### src/rtl/mem_hybr_arb_mc.sv
`default_nettype none
// ============================================================================
//  Module   : mem_hybr_arb_mc
//  Purpose  : Multi-channel hybrid SRAM port arbiter. One high-priority
//             direct SRAM-style port and NUM_LP round-robin request/grant
//             channels share a single-port SRAM macro. A starvation counter
//             forces one LP slot after MAX_STALL consecutive HP wins while
//             LP is pending. Read data returns one cycle after the grant
//             with a per-requester valid strobe.
//  Ports    : ACLK/ARESETn        - clock, async active-low reset
//             HP_*_i / HP_*_o     - HP access (cen/wen active-low) and grant,
//                                   read valid and read data
//             LP_*_i / LP_*_o     - per-channel req/wen and flat payloads,
//                                   one-hot grant and read valid, read data
//             CEN/WEN/A/D/BE/Q    - SRAM macro pins
//  Revision : 1.0 - initial release
// ============================================================================
module mem_hybr_arb_mc #(
    parameter int NUM_LP         = 4,
    parameter int DATA_WIDTH     = 64,
    parameter int NUMBYTES       = DATA_WIDTH / 8,
    parameter int MEM_ADDR_WIDTH = 13,
    parameter int MAX_STALL      = 8
) (
    input  logic                             ACLK,
    input  logic                             ARESETn,
    input  logic                             HP_cen_i,
    input  logic                             HP_wen_i,
    input  logic [MEM_ADDR_WIDTH-1:0]        HP_addr_i,
    input  logic [DATA_WIDTH-1:0]            HP_wdata_i,
    input  logic [NUMBYTES-1:0]              HP_be_i,
    output logic                             HP_gnt_o,
    output logic                             HP_rvalid_o,
    output logic [DATA_WIDTH-1:0]            HP_Q_o,
    input  logic [NUM_LP-1:0]                LP_req_i,
    input  logic [NUM_LP-1:0]                LP_wen_i,
    input  logic [NUM_LP*MEM_ADDR_WIDTH-1:0] LP_addr_i,
    input  logic [NUM_LP*DATA_WIDTH-1:0]     LP_wdata_i,
    input  logic [NUM_LP*NUMBYTES-1:0]       LP_be_i,
    output logic [NUM_LP-1:0]                LP_gnt_o,
    output logic [NUM_LP-1:0]                LP_rvalid_o,
    output logic [DATA_WIDTH-1:0]            LP_rdata_o,
    output logic                             CEN,
    output logic                             WEN,
    output logic [MEM_ADDR_WIDTH-1:0]        A,
    output logic [DATA_WIDTH-1:0]            D,
    output logic [NUMBYTES-1:0]              BE,
    input  logic [DATA_WIDTH-1:0]            Q
);

    localparam int c_PTR_W = (NUM_LP > 1) ? $clog2(NUM_LP) : 1;
    localparam int c_CNT_W = (MAX_STALL > 0) ? $clog2(MAX_STALL + 1) : 1;
    localparam logic [c_CNT_W-1:0] c_STALL_MAX = c_CNT_W'(MAX_STALL);
    localparam logic [c_PTR_W-1:0] c_PTR_LAST  = c_PTR_W'(NUM_LP - 1);

    logic [c_PTR_W-1:0]        r_rr_ptr;
    logic [c_CNT_W-1:0]        r_stall_cnt;
    logic                      r_rd_hp;
    logic [NUM_LP-1:0]         r_rd_lp;

    logic                      w_lp_any;
    logic                      w_force_lp;
    logic                      w_hp_gnt;
    logic                      w_lp_found;
    logic [c_PTR_W-1:0]        w_lp_win;
    logic [NUM_LP-1:0]         w_lp_sel;
    logic [NUM_LP-1:0]         w_lp_gnt;
    logic                      w_lp_wen;
    logic [MEM_ADDR_WIDTH-1:0] w_lp_addr;
    logic [DATA_WIDTH-1:0]     w_lp_wdata;
    logic [NUMBYTES-1:0]       w_lp_be;

    assign w_lp_any   = |LP_req_i;
    assign w_force_lp = (MAX_STALL != 0) && (r_stall_cnt == c_STALL_MAX) && w_lp_any;
    assign w_hp_gnt   = !HP_cen_i && !w_force_lp;

    // Round-robin pick: first requester at or above the pointer, else the
    // first requester from index 0 (the wrapped part of the scan).
    always_comb begin
        w_lp_found = 1'b0;
        w_lp_win   = '0;
        for (int i = 0; i < NUM_LP; i++) begin
            if (!w_lp_found && LP_req_i[i] && (i >= int'(r_rr_ptr))) begin
                w_lp_found = 1'b1;
                w_lp_win   = c_PTR_W'(i);
            end
        end
        for (int i = 0; i < NUM_LP; i++) begin
            if (!w_lp_found && LP_req_i[i]) begin
                w_lp_found = 1'b1;
                w_lp_win   = c_PTR_W'(i);
            end
        end
    end

    // One-hot winner and its payload slice.
    always_comb begin
        w_lp_sel   = '0;
        w_lp_wen   = 1'b1;
        w_lp_addr  = '0;
        w_lp_wdata = '0;
        w_lp_be    = '0;
        for (int i = 0; i < NUM_LP; i++) begin
            w_lp_sel[i] = w_lp_found && (w_lp_win == c_PTR_W'(i));
            if (w_lp_sel[i]) begin
                w_lp_wen   = LP_wen_i[i];
                w_lp_addr  = LP_addr_i[i*MEM_ADDR_WIDTH +: MEM_ADDR_WIDTH];
                w_lp_wdata = LP_wdata_i[i*DATA_WIDTH +: DATA_WIDTH];
                w_lp_be    = LP_be_i[i*NUMBYTES +: NUMBYTES];
            end
        end
    end

    assign w_lp_gnt = w_hp_gnt ? '0 : w_lp_sel;

    // SRAM pin mux; idle drives a quiet, deselected macro.
    always_comb begin
        CEN = 1'b1;
        WEN = 1'b1;
        A   = '0;
        D   = '0;
        BE  = '0;
        if (w_hp_gnt) begin
            CEN = 1'b0;
            WEN = HP_wen_i;
            A   = HP_addr_i;
            D   = HP_wdata_i;
            BE  = HP_be_i;
        end else if (w_lp_found) begin
            CEN = 1'b0;
            WEN = w_lp_wen;
            A   = w_lp_addr;
            D   = w_lp_wdata;
            BE  = w_lp_be;
        end
    end

    always_ff @(posedge ACLK or negedge ARESETn) begin
        if (!ARESETn) begin
            r_rr_ptr    <= '0;
            r_stall_cnt <= '0;
            r_rd_hp     <= 1'b0;
            r_rd_lp     <= '0;
        end else begin
            // Explicit wrap so non-power-of-two channel counts stay in range.
            if (|w_lp_gnt) begin
                r_rr_ptr <= (w_lp_win == c_PTR_LAST) ? '0 : w_lp_win + 1'b1;
            end
            if (!w_lp_any || (|w_lp_gnt)) begin
                r_stall_cnt <= '0;
            end else if (w_hp_gnt && (r_stall_cnt != c_STALL_MAX)) begin
                r_stall_cnt <= r_stall_cnt + 1'b1;
            end
            r_rd_hp <= w_hp_gnt & HP_wen_i;
            r_rd_lp <= w_lp_gnt & {NUM_LP{w_lp_wen}};
        end
    end

    assign HP_gnt_o    = w_hp_gnt;
    assign LP_gnt_o    = w_lp_gnt;
    assign HP_rvalid_o = r_rd_hp;
    assign LP_rvalid_o = r_rd_lp;
    assign HP_Q_o      = Q;
    assign LP_rdata_o  = Q;

endmodule
`default_nettype wire

### config.mk
export PLATFORM = sky130hd
export DESIGN_NAME = mem_hybr_arb_mc
export DESIGN_NICKNAME = d
export VERILOG_FILES = /design/src/rtl/mem_hybr_arb_mc.sv
export SDC_FILE = /design/constraint.sdc
export NUM_CORES = 1
export LEC_CHECK = 0
export CORE_AREA = 3 3 281 283
export CTS_CLUSTER_SIZE = 30
export DETAILED_ROUTE_END_ITERATION = 6
export DIE_AREA = 0 0 284 286
export GPL_ROUTABILITY_DRIVEN = 0
export PLACE_DENSITY = 0.3
export SLEW_MARGIN = 20
export SYNTH_ARGS = -nofsm -noshare
export SYNTH_HDL_FRONTEND = slang
export SYNTH_SLANG_ARGS = --single-unit
### constraint.sdc
create_clock -name ACLK -period 4.65 [get_ports ACLK]
set_input_delay 1.1625 -clock ACLK [delete_from_list [all_inputs] [get_ports ACLK]]
set_output_delay 1.1625 -clock ACLK [all_outputs]
set_load 0.02 [all_outputs]
# Word level (Yosys, flattened, before mapping)
# Index checks and enable logic that the tools add are counted.
dict set report classes {
  n_addsub 2
  n_lt_le_gt_ge 3
  n_eq_ne 5
  n_mux 45
  bitwise_logic 2
  n_reduce_logical 32
}
# op n
set ops {}
lappend ops {{$mux W64} 6}
lappend ops {{$mux W13} 6}
lappend ops {{$mux W8} 6}
lappend ops {{$logic_and A1 B1 Y1} 17}
lappend ops {{$mux W1} 17}
lappend ops {{$mux W2} 7}
lappend ops {{$mux W4} 3}
lappend ops {{$logic_not A1 Y1} 10}
lappend ops {{$reduce_or A4 Y1} 2}
lappend ops {{$add A4 B1 Y4 const B} 1}
lappend ops {{$and A4 B4 Y4} 1}
lappend ops {{$eq A2 B2 Y1 const B} 2}
lappend ops {{$eq A4 B4 Y1 const B} 1}
lappend ops {{$ge A1 B2 Y1 const A} 2}
lappend ops {{$ne A4 B4 Y1 const B} 1}
lappend ops {{$add A2 B1 Y2 const B} 1}
lappend ops {{$eq A2 B1 Y1 const B} 1}
lappend ops {{$ge A2 B2 Y1 const A} 1}
lappend ops {{$logic_not A2 Y1} 1}
lappend ops {{$reduce_bool A2 Y1} 1}
lappend ops {{$and A1 B1 Y1} 1}
lappend ops {{$logic_or A1 B1 Y1} 1}
dict set report word_totals {
  register_bits 11
  input_bits 501
  output_inout_bits 225
  word_cells 93
}

# Depth between registers and ports, before layout
# Gate-level depths: netlist of the first run.
dict set report depth {
  word_depth 34
  mapped_depth 10
  depth_no_buf 7
}

# Worst setup path before layout of the first run
# No wires, ideal clock.
dict set report synth_timing {
  path_kind {input to output}
  start {input LP_req_i[3]}
  end {output A[0]}
  arrival_time_ps 3138
  required_ps 3488
  path_slack_ps 349
  cell_stages 9
  path_buffers 2
  cell_sequence {nand2b_1 a211o_1 o21a_1 ha_1 nor2_1 clkbuf_1 clkbuf_1 o211ai_1 a32o_1}
}
dict set report synth_via {
  elab_chain_cells 22
  elab_cells_between_ends 37
  cone_classes {eq/ne: 3; mux: 16; reduce/logical: 18}
}
# item line_no
set synth_lines {}
lappend synth_lines {{start, declared} 35} ;# input logic [NUM_LP-1:0] LP_req_i,
lappend synth_lines {{$logic_and A1 B1 Y1} 83} ;# if (!w_lp_found && LP_req_i[i] && (i >= int'(r_rr_ptr))) begin
lappend synth_lines {{$mux W1} 83}
lappend synth_lines {{$logic_not A1 Y1} 89} ;# if (!w_lp_found && LP_req_i[i]) begin
lappend synth_lines {{$logic_and A1 B1 Y1} 89}
lappend synth_lines {{$mux W1} 89}
lappend synth_lines {{$logic_not A1 Y1} 89}
lappend synth_lines {{$logic_and A1 B1 Y1} 89}
lappend synth_lines {{$mux W1} 89}
lappend synth_lines {{[... 3 more ...]} n/a}
lappend synth_lines {{$logic_not A1 Y1} 89}
lappend synth_lines {{$logic_and A1 B1 Y1} 89}
lappend synth_lines {{$mux W2} 89}
lappend synth_lines {{$logic_not A2 Y1} 104} ;# w_lp_sel[i] = w_lp_found && (w_lp_win == c_PTR_W'(i));
lappend synth_lines {{$logic_and A1 B1 Y1} 104}
lappend synth_lines {{$mux W13 (4 in series)} 105} ;# if (w_lp_sel[i]) begin
lappend synth_lines {{$mux W13} 129} ;# end else if (w_lp_found) begin
lappend synth_lines {{$mux W13 *} 123} ;# if (w_hp_gnt) begin
lappend synth_lines {{end, declared} 45} ;# output logic [MEM_ADDR_WIDTH-1:0] A,
# Mark *: on every way between the ends. The rest lies on a longest branch, timed or not.

# Worst setup path in the final report of the first run
dict set report layout_timing {
  start {input LP_req_i[3]}
  end {output D[62]}
}
dict set report layout_via {
  elab_chain_cells 22
  elab_cells_between_ends 37
  cone_classes {eq/ne: 3; mux: 16; reduce/logical: 18}
}
# item line_no
set layout_lines {}
lappend layout_lines {{$logic_and A1 B1 Y1} 83}
lappend layout_lines {{$mux W1} 83}
lappend layout_lines {{$logic_not A1 Y1} 89}
lappend layout_lines {{$logic_and A1 B1 Y1} 89}
lappend layout_lines {{$mux W1} 89}
lappend layout_lines {{$logic_not A1 Y1} 89}
lappend layout_lines {{$logic_and A1 B1 Y1} 89}
lappend layout_lines {{$mux W1} 89}
lappend layout_lines {{[... 3 more ...]} n/a}
lappend layout_lines {{$logic_not A1 Y1} 89}
lappend layout_lines {{$logic_and A1 B1 Y1} 89}
lappend layout_lines {{$mux W2} 89}
lappend layout_lines {{$logic_not A2 Y1} 104}
lappend layout_lines {{$logic_and A1 B1 Y1} 104}
lappend layout_lines {{$mux W64 (4 in series)} 105}
lappend layout_lines {{$mux W64} 129}
lappend layout_lines {{$mux W64 *} 123}
lappend layout_lines {{end, declared} 46} ;# output logic [DATA_WIDTH-1:0] D,
# Marked as above.

==> impl_metrics.yaml, run 1 <==
cts:
  cts_made_buffers: 3
  clk_latency_ps: 240
  clkTransAtPathRegs_ps: 40
  cts_tree: "built"
  h-tree-depth: 1
  clock_path_buffers: 2
  cts_hold_buf: 0
  cts-root-buf: "clkbuf_16"
  clock-sinks: 11
setup_path:
  worstSetupStartpointType: "input port"
  crit_family: "buffers and inverters"
  cp_slowest_cell: "dlygate4sd2_1"
  reg2reg_to: "LP_rvalid_o[1]"
  r2r_cells: 11
  r2r_start: "r_rr_ptr[1]"
  r2r_slack_ps: 2100
  cp.arrival_ps: 3420
  cp-end-kind: "primary output"
  crit_chain: "buf_4, nand2b_4, a211o_1, o21a_4, ha_4, buf_12, buf_12, bufbuf_16, nor2_1, a21oi_1, a32o_1, dlygate4sd2_1"
  path_max_fanout: 14
  required_ps: 3490
  cpMostUsedCell: "buf_12"
  crit_buf_inv: 5
  worstSetupPathType: "in -> out"
  cpPeakStageDelay_ps: 330
floorplanning:
  die_h_um: 286
  ios: 726
  initial_core_util_pct: 7.03
  row_count: 102
  fp.dieArea_um2: 81200
  fp.coreArea_um2: 77000
  dieWidth_um: 284
min_path:
  min_path_type: "reg -> reg"
  hold_start: "r_stall_cnt[0]"
  worstHoldPathCells: 1
  holdPathEnd: "r_stall_cnt[0]"
detailed_routing:
  via_per_inst: 3.43
  num_vias: 8180
  drc: 0
  drt_wl_total_um: 49400
  ant_nets: 0
  drt_iter0_drc: 348
  dr.pass1.iters: 4
  detail_route.wl_per_cell_um: 20.7
final_layout:
  drive_gt1_share_pct: 17.0
  final_core_util_pct: 16.1
  fin_area_um2: 12400
  fillers: 8881
  area_growth_pct: 129
  nNetsFinal: 1847
pwr:
  p_per_area_nw_per_um2: 350
  seq_power_share_pct: 3.0
  p_clk_share_pct: 3.6
  p_switching_mw: 2.13
  sw_frac_of_total_pct: 49.2
  p_int_mw: 2.20
  power_frac_comb_pct: 93.3
  p_leak_nw: 4.46
  ir_drop_v: 0.000126
timing:
  slew_violations: 0
  tightest_slew_ps: 532
  final.setup_skew_ps: 3.71
  min_period_over_period_pct: 98.6
  clock.fmax_mhz: 218
  tns_ps: 0
  finalSetupViolCount: 0
  rsz0062_at_grt: "no"
  fin_crit_ps: 4580
  hold_violations: 0
  slew_headroom_pct: 64.4
global_routing:
  gr-total-overflow: 0
  grt_pass1_wl_um: 66200
  antenna_found_initial: 19
  grt_use_total_pct: 11.3
  first_global_vias: 8730
  grt_max_degree: 44
placement:
  placed_area_um2: 11900
  io_buffers: 533
  dp_hpwl_um: 40700
logic_synthesis:
  ys_warn_count: 0
  ys_ff_latch: 11
  synth_cells: 876
  netlist_area_um2: 5410
  ys_seq_area_share_pct: 5.09
  synth_fp_nets: 1383
  synth_cell_type_count: 37
  synth.avg_cell_area_um2: 6.18
flow_run:
  maxCapViolCount: 0
run_status:
  status: "finished, final reports clean"
-- stage by stage --
stage          instances  power, mW  hold slack [ps]  worst slack (ps)
4_1_cts             2372       4.39              498             0.429
3_5_place_dp        2348       3.96              492              -839
5_1_grt             2381       4.69              518             0.117
6_report            2386       4.33              490              65.9
3_3_place_gp        2348       3.98              472              -891
2_1_floorplan        876       1.99              453               349
-- repair_timing --
action,in CTS,in global routing
buffers inserted,16,7
cloned,5,1
setup endpoints to repair,91,76
pin swaps,12,5
gates resized for setup,191,59
-- synthesized netlist by cell type --
cell type,count,area (um^2)
a21oi_1,84,420
ha_1,6,75.1
xor2_1,1,8.76
or2_2,1,6.26
a32oi_1,2,17.5
nor2b_1,82,513
o21a_1,2,15.0
mux2i_1,1,10.0
o211ai_1,85,638
nand2_1,168,631
buf_4,131,983
clkbuf_1,63,236
o21ai_0,1,5.00
buf_1,4,15.0
a21oi_2,1,8.76
or3_1,1,6.26
xnor2_1,1,8.76
o21ai_1,1,5.00
nor4_1,1,6.26
nor2_1,90,338
a2bb2oi_1,3,26.3
and2_1,5,31.3
mux2_2,1,11.3
a211oi_1,3,22.5
nor3b_1,3,22.5
and3b_1,3,26.3
buf_2,12,60.1
inv_1,13,48.8
nand2b_1,4,25.0
buf_6,2,22.5
a211o_1,1,8.76
dfrtp_1,11,275
a21o_1,1,7.51
a32o_1,85,851
o221ai_1,1,8.76
nand3_1,1,5.00
or4_4,1,11.3
-- cell usage in the layout, fill, tap and decap left out, types with 13 or more instances in the layout --
master,count
nand2_1,167
clkbuf_2,28
buf_4,99
dlygate4sd2_1,30
buf_12,25
clkdlybuf4s15_2,16
o211ai_1,85
a21oi_1,80
clkdlybuf4s50_1,442
nor2_1,88
nor2b_1,80
inv_1,13
a32o_1,81
-- worst register-to-register path, cell delays in order (launching register included) --
cell      delay [ps]
dfrtp_1          500
mux2i_4          330
a21oi_4           80
and2_4           180
buf_4            140
ha_4             170
buf_12           140
buf_4            170
inv_1            110
o221ai_1         180
buf_4            180
a211oi_1         260
-- layer usage --
metal | share of wire, % | GRT usage, % | up-vias
met5 | 0.15 | 0 | -
met4 | 2.7 | 2.82 | 12
met3 | 9.3 | 3.98 | 86
met2 | 48 | 19.7 | 444
met1 | 40 | 13.2 | 3719
li1 | - | - | 3919
-- state kept, by name (all words and copies together) (netlist names) --
register and cells:
HP_rvalid_o 1, LP_rvalid_o 4, r_rr_ptr 2, r_stall_cnt 4
-- cells by family after synthesis --
logic type,share of synthesized area [%]
flops,5.09
xor+xnor,0.324
buf+inv,25.2
compound gates,37.6
mux,0.393
fa+ha+maj,1.39
simple gates,30.0
-- how the worst max path moves through the flow --
stage | from | end | cells after the start
3_5_place_dp | LP_req_i[3] | D[37] | 12
6_report | LP_req_i[3] | D[62] | 12
3_3_place_gp | LP_req_i[3] | D[37] | 12
4_1_cts | LP_req_i[2] | D[36] | 12
5_1_grt | LP_req_i[3] | BE[5] | 13
2_1_floorplan | LP_req_i[3] | A[0] | 9
-- power groups by stage --
stage	Sequential (mW)	Combinational [mW]	Clock [mW]
5_1_grt	0.132	4.39	0.169
4_1_cts	0.127	4.10	0.163
3_3_place_gp	0.128	3.85	0
3_5_place_dp	0.127	3.83	0
2_1_floorplan	0.128	1.86	0
6_report	0.132	4.04	0.156
-- final cells by class --
type	count	area [um^2]	share of cell area [%]
timing repair buffer	671	6720	54.3
multi-input combinational	640	3930	31.8
tap	1040	1300	10.5
sequential	11	275	2.23
clock buffer	4	78.8	0.637
inverter	13	48.8	0.395
antenna	7	17.5	0.142
Power figures use the tool's default switching activity.
==> run 2, diff against run 1 <==
MAX_ROUTING_LAYER = met4   (was default)
==> impl_metrics.yaml, run 2 <==
run_status:
  status: "aborted with a tool error"
  lastStage: "5_2_route"
  first-error: "[ERROR DRT-0255] Maze Route cannot find path of net Q[30] in worker of routeBox ( 241500 193200 ) ( 284000 241500 )."
logic_synthesis:
  ys_ff_latch: 11
  ys_seq_area_share_pct: 5.09
  synth_cell_type_count: 37
  yosysMostFrequentCell: "nand2_1"
  synth_fp_nets: 1383
  async_flop_share_pct: 100
  ys_warn_count: 0
  synth_area_leader_cell: "buf_4"
  netlist_area_um2: 5410
  synthFlopType: "dfrtp_1"
  yosysTopAreaCellShare_pct: 18.2
  synth_cells: 876
  synth.avg_cell_area_um2: 6.18
  yosys-top-cells-area: "buf_4 (18%), a32o_1 (16%), o211ai_1 (12%), nand2_1 (12%), nor2b_1 (9.5%)"
  synth_edf_count: 0
  synth_common_cells: "nand2_1 (168), buf_4 (131), nor2_1 (90)"
floorplanning:
  row_count: 102
  dieWidth_um: 284
  ios: 726
  die_h_um: 286
  initial_core_util_pct: 7.03
global_routing:
  grt_use_total_pct: 11.6
  grt_max_degree: 44
  gr-total-overflow: 0
  grt_pass1_wl_um: 66100
  antenna_found_initial: 19
  first_global_vias: 8739
cts:
  cts_made_buffers: 3
  clock_path_buffers: 2
  cts-root-buf: "clkbuf_16"
  h-tree-depth: 1
  clock-sinks: 11
placement:
  place_ws_ps: -839
  io_buffers: 533
  dp_hpwl_um: 40700
timing:
  endpoint_type: "output port"
  crit_endpoint: "BE[5]"
## run 2: cell counts after synthesis
Identical to the previous run, type by type.
## run 2: through the flow
| step | std cells | instance area [um^2] |
|---|---|---|
| after global placement | 2348 | 11900 |
| after detailed placement | 2348 | 11900 |
| after floorplan | 876 | 5410 |
| after CTS | 2372 | 12300 |
| after global routing | 2385 | 12300 |
## run 2: cells by family after synthesis
logic type,count (synthesis),share of synthesized area (%)
AO/OA/AOI/OAI,270,37.6
XOR/XNOR,2,0.324
flip-flops,11,5.09
adder cells (fa/ha/maj),6,1.39
buffers and inverters,225,25.2
multiplexers,2,0.393
AND/OR/NAND/NOR,360,30.0
## run 2: repair_timing
item                       CTS  global route
hold buffers                 0             0
setup endpoints to repair   91            76
cloned                       5             0
setup buffers               16             2
resized for setup          191            53
pin swaps                   12             5
## run 2: layer usage
metal,GRT usage [%]
met1,13.4
met3,3.68
met5,-
met4,2.82
met2,19.7
==> run 3, diff against run 2 <==
CTS_CLUSTER_SIZE = default   (was 30)
MAX_ROUTING_LAYER = default   (was met4)
PLACE_DENSITY = default   (was 0.3)
PLACE_DENSITY_LB_ADDON = 0.15   (was default)
==> impl_metrics.yaml, run 3 (synthesis results as in run 1) <==
detailed_routing:
  dr.pass1.iters: 5
  num_vias: 8193
  ant_nets: 0
  via_per_inst: 3.46
  drt_wl_total_um: 48800
  drc: 0
  detail_route.wl_per_cell_um: 20.6
  drt_iter0_drc: 337
global_routing:
  gr-total-overflow: 0
  first_global_vias: 8633
  grt_pass1_wl_um: 65300
  grt_max_degree: 40
  grt_use_total_pct: 10.9
  antenna_found_initial: 7
timing:
  min_period_over_period_pct: 97.5
  timing.final.ws_setup_ps: 115
  slew_headroom_pct: 66.3
  hold_violations: 0
  finalSetupViolCount: 0
  rsz0062_at_grt: "yes"
  slew_violations: 0
  fin_crit_ps: 4540
  final.setup_skew_ps: 2.30
  clock.fmax_mhz: 220
  tightest_slew_ps: 501
cts:
  clkTransAtPathRegs_ps: 40
  clock-sinks: 11
  cts_tree: "built"
  cts_made_buffers: 3
  h-tree-depth: 1
  clock_path_buffers: 2
  clk_latency_ps: 230
  cts_hold_buf: 0
  cts-root-buf: "clkbuf_16"
final_layout:
  drive_gt1_share_pct: 17.6
  final_common_cell: "clkdlybuf4s50_1"
  area_growth_pct: 124
  fillers: 8900
  fin_area_um2: 12100
  nNetsFinal: 1835
  mostFrequentLayoutCells: "clkdlybuf4s50_1 (442), nand2_1 (167), nor2_1 (88)"
floorplanning:
  initial_core_util_pct: 7.03
  dieWidth_um: 284
  fp.coreArea_um2: 77000
  ios: 726
  row_count: 102
  fp.dieArea_um2: 81200
  die_h_um: 286
run_status:
  status: "finished, final reports clean"
placement:
  dp_hpwl_um: 39900
  place_ws_ps: -680
  io_buffers: 533
  placed_area_um2: 11900
setup_path:
  cp-end-kind: "primary output"
  worstSetupPathType: "in -> out"
  cp.arrival_ps: 3370
  required_ps: 3490
  worstSetupStartpointType: "input port"
  path_max_fanout: 17
pwr:
  p_leak_nw: 4.37
  p_per_area_nw_per_um2: 357
  ir_drop_v: 0.000119
flow_run:
  maxCapViolCount: 0
min_path:
  min_path_type: "reg -> reg"
==> run 3: final timing paths <==
path | start | to | slack (ps) | depth (start not counted)
max in group asynchronous | ARESETn | LP_rvalid_o[2] | 3050 | 1
setup / recovery | LP_req_i[0] | HP_gnt_o | 110 | 7
setup reg to reg | r_rr_ptr[0] | LP_rvalid_o[0] | 2080 | 11
hold reg to reg | r_stall_cnt[0] | r_stall_cnt[0] | 490 | 1
hold / removal | r_stall_cnt[0] | r_stall_cnt[0] | 490 | 1
min in group asynchronous | ARESETn | HP_rvalid_o | 1270 | 1
==> run 3: stage by stage <==
step | std cells | power, mW | hold slack [ps] | utilization (%) | TNS [ps]
2_1_floorplan | 876 | 1.99 | 453 | - | 0
3_3_place_gp | 2343 | 4.06 | 488 | 15.5 | -48750
3_5_place_dp | 2343 | 4.05 | 484 | 15.5 | -47200
4_1_cts | 2355 | 4.31 | 495 | 15.8 | -16.1
5_1_grt | 2367 | 4.68 | 516 | 15.7 | -10.4
6_report | 2368 | 4.32 | 494 | 15.7 | 0
==> run 3: cell type report <==
cell class                 instances  area [um^2]  share of cell area, %
multi-input combinational        640         3890                   32.1
antenna                            1         2.50                 0.0207
timing repair buffer             659         6510                   53.8
clock buffer                       4         78.8                  0.651
tap                             1040         1300                   10.7
inverter                          13         48.8                  0.403
sequential                        11          275                   2.27
==> run 3: layer usage <==
layer / share of wire, % / GRT usage (%) / wire (um) / up-vias
li1: - / - / - / 3883
met1: 39 / 12.5 / 19200 / 3833
met2: 50 / 19.9 / 24500 / 415
met3: 8.3 / 3.39 / 4070 / 60
met4: 1.9 / 2.02 / 949 / 2
met5: 0.021 / 0 / 10 / -
==> run 3: what timing repair did <==
| action | CTS | global route |
|---|---|---|
| pin swaps | 13 | 17 |
| buffers inserted | 4 | 8 |
| gates cloned | 4 | 4 |
| setup endpoints to repair | 91 | 79 |
| endpoints found under the hold margin | 0 | 0 |
| gates resized for setup | 221 | 92 |
==> run 3: critical path, stage by stage <==
cell and delay, ps:
dlygate4sd2_1 240, buf_4 150, or4_4 550, a21oi_4 250, buf_12 210, buf_4 180
clkdlybuf4s50_1 610
==> run 3: report_power, final <==
group	switching, mW	internal, mW	leakage, nW
registers	0.0181	0.110	0.144
logic	2.12	1.91	4.19
clock network	0.0386	0.115	0.0382
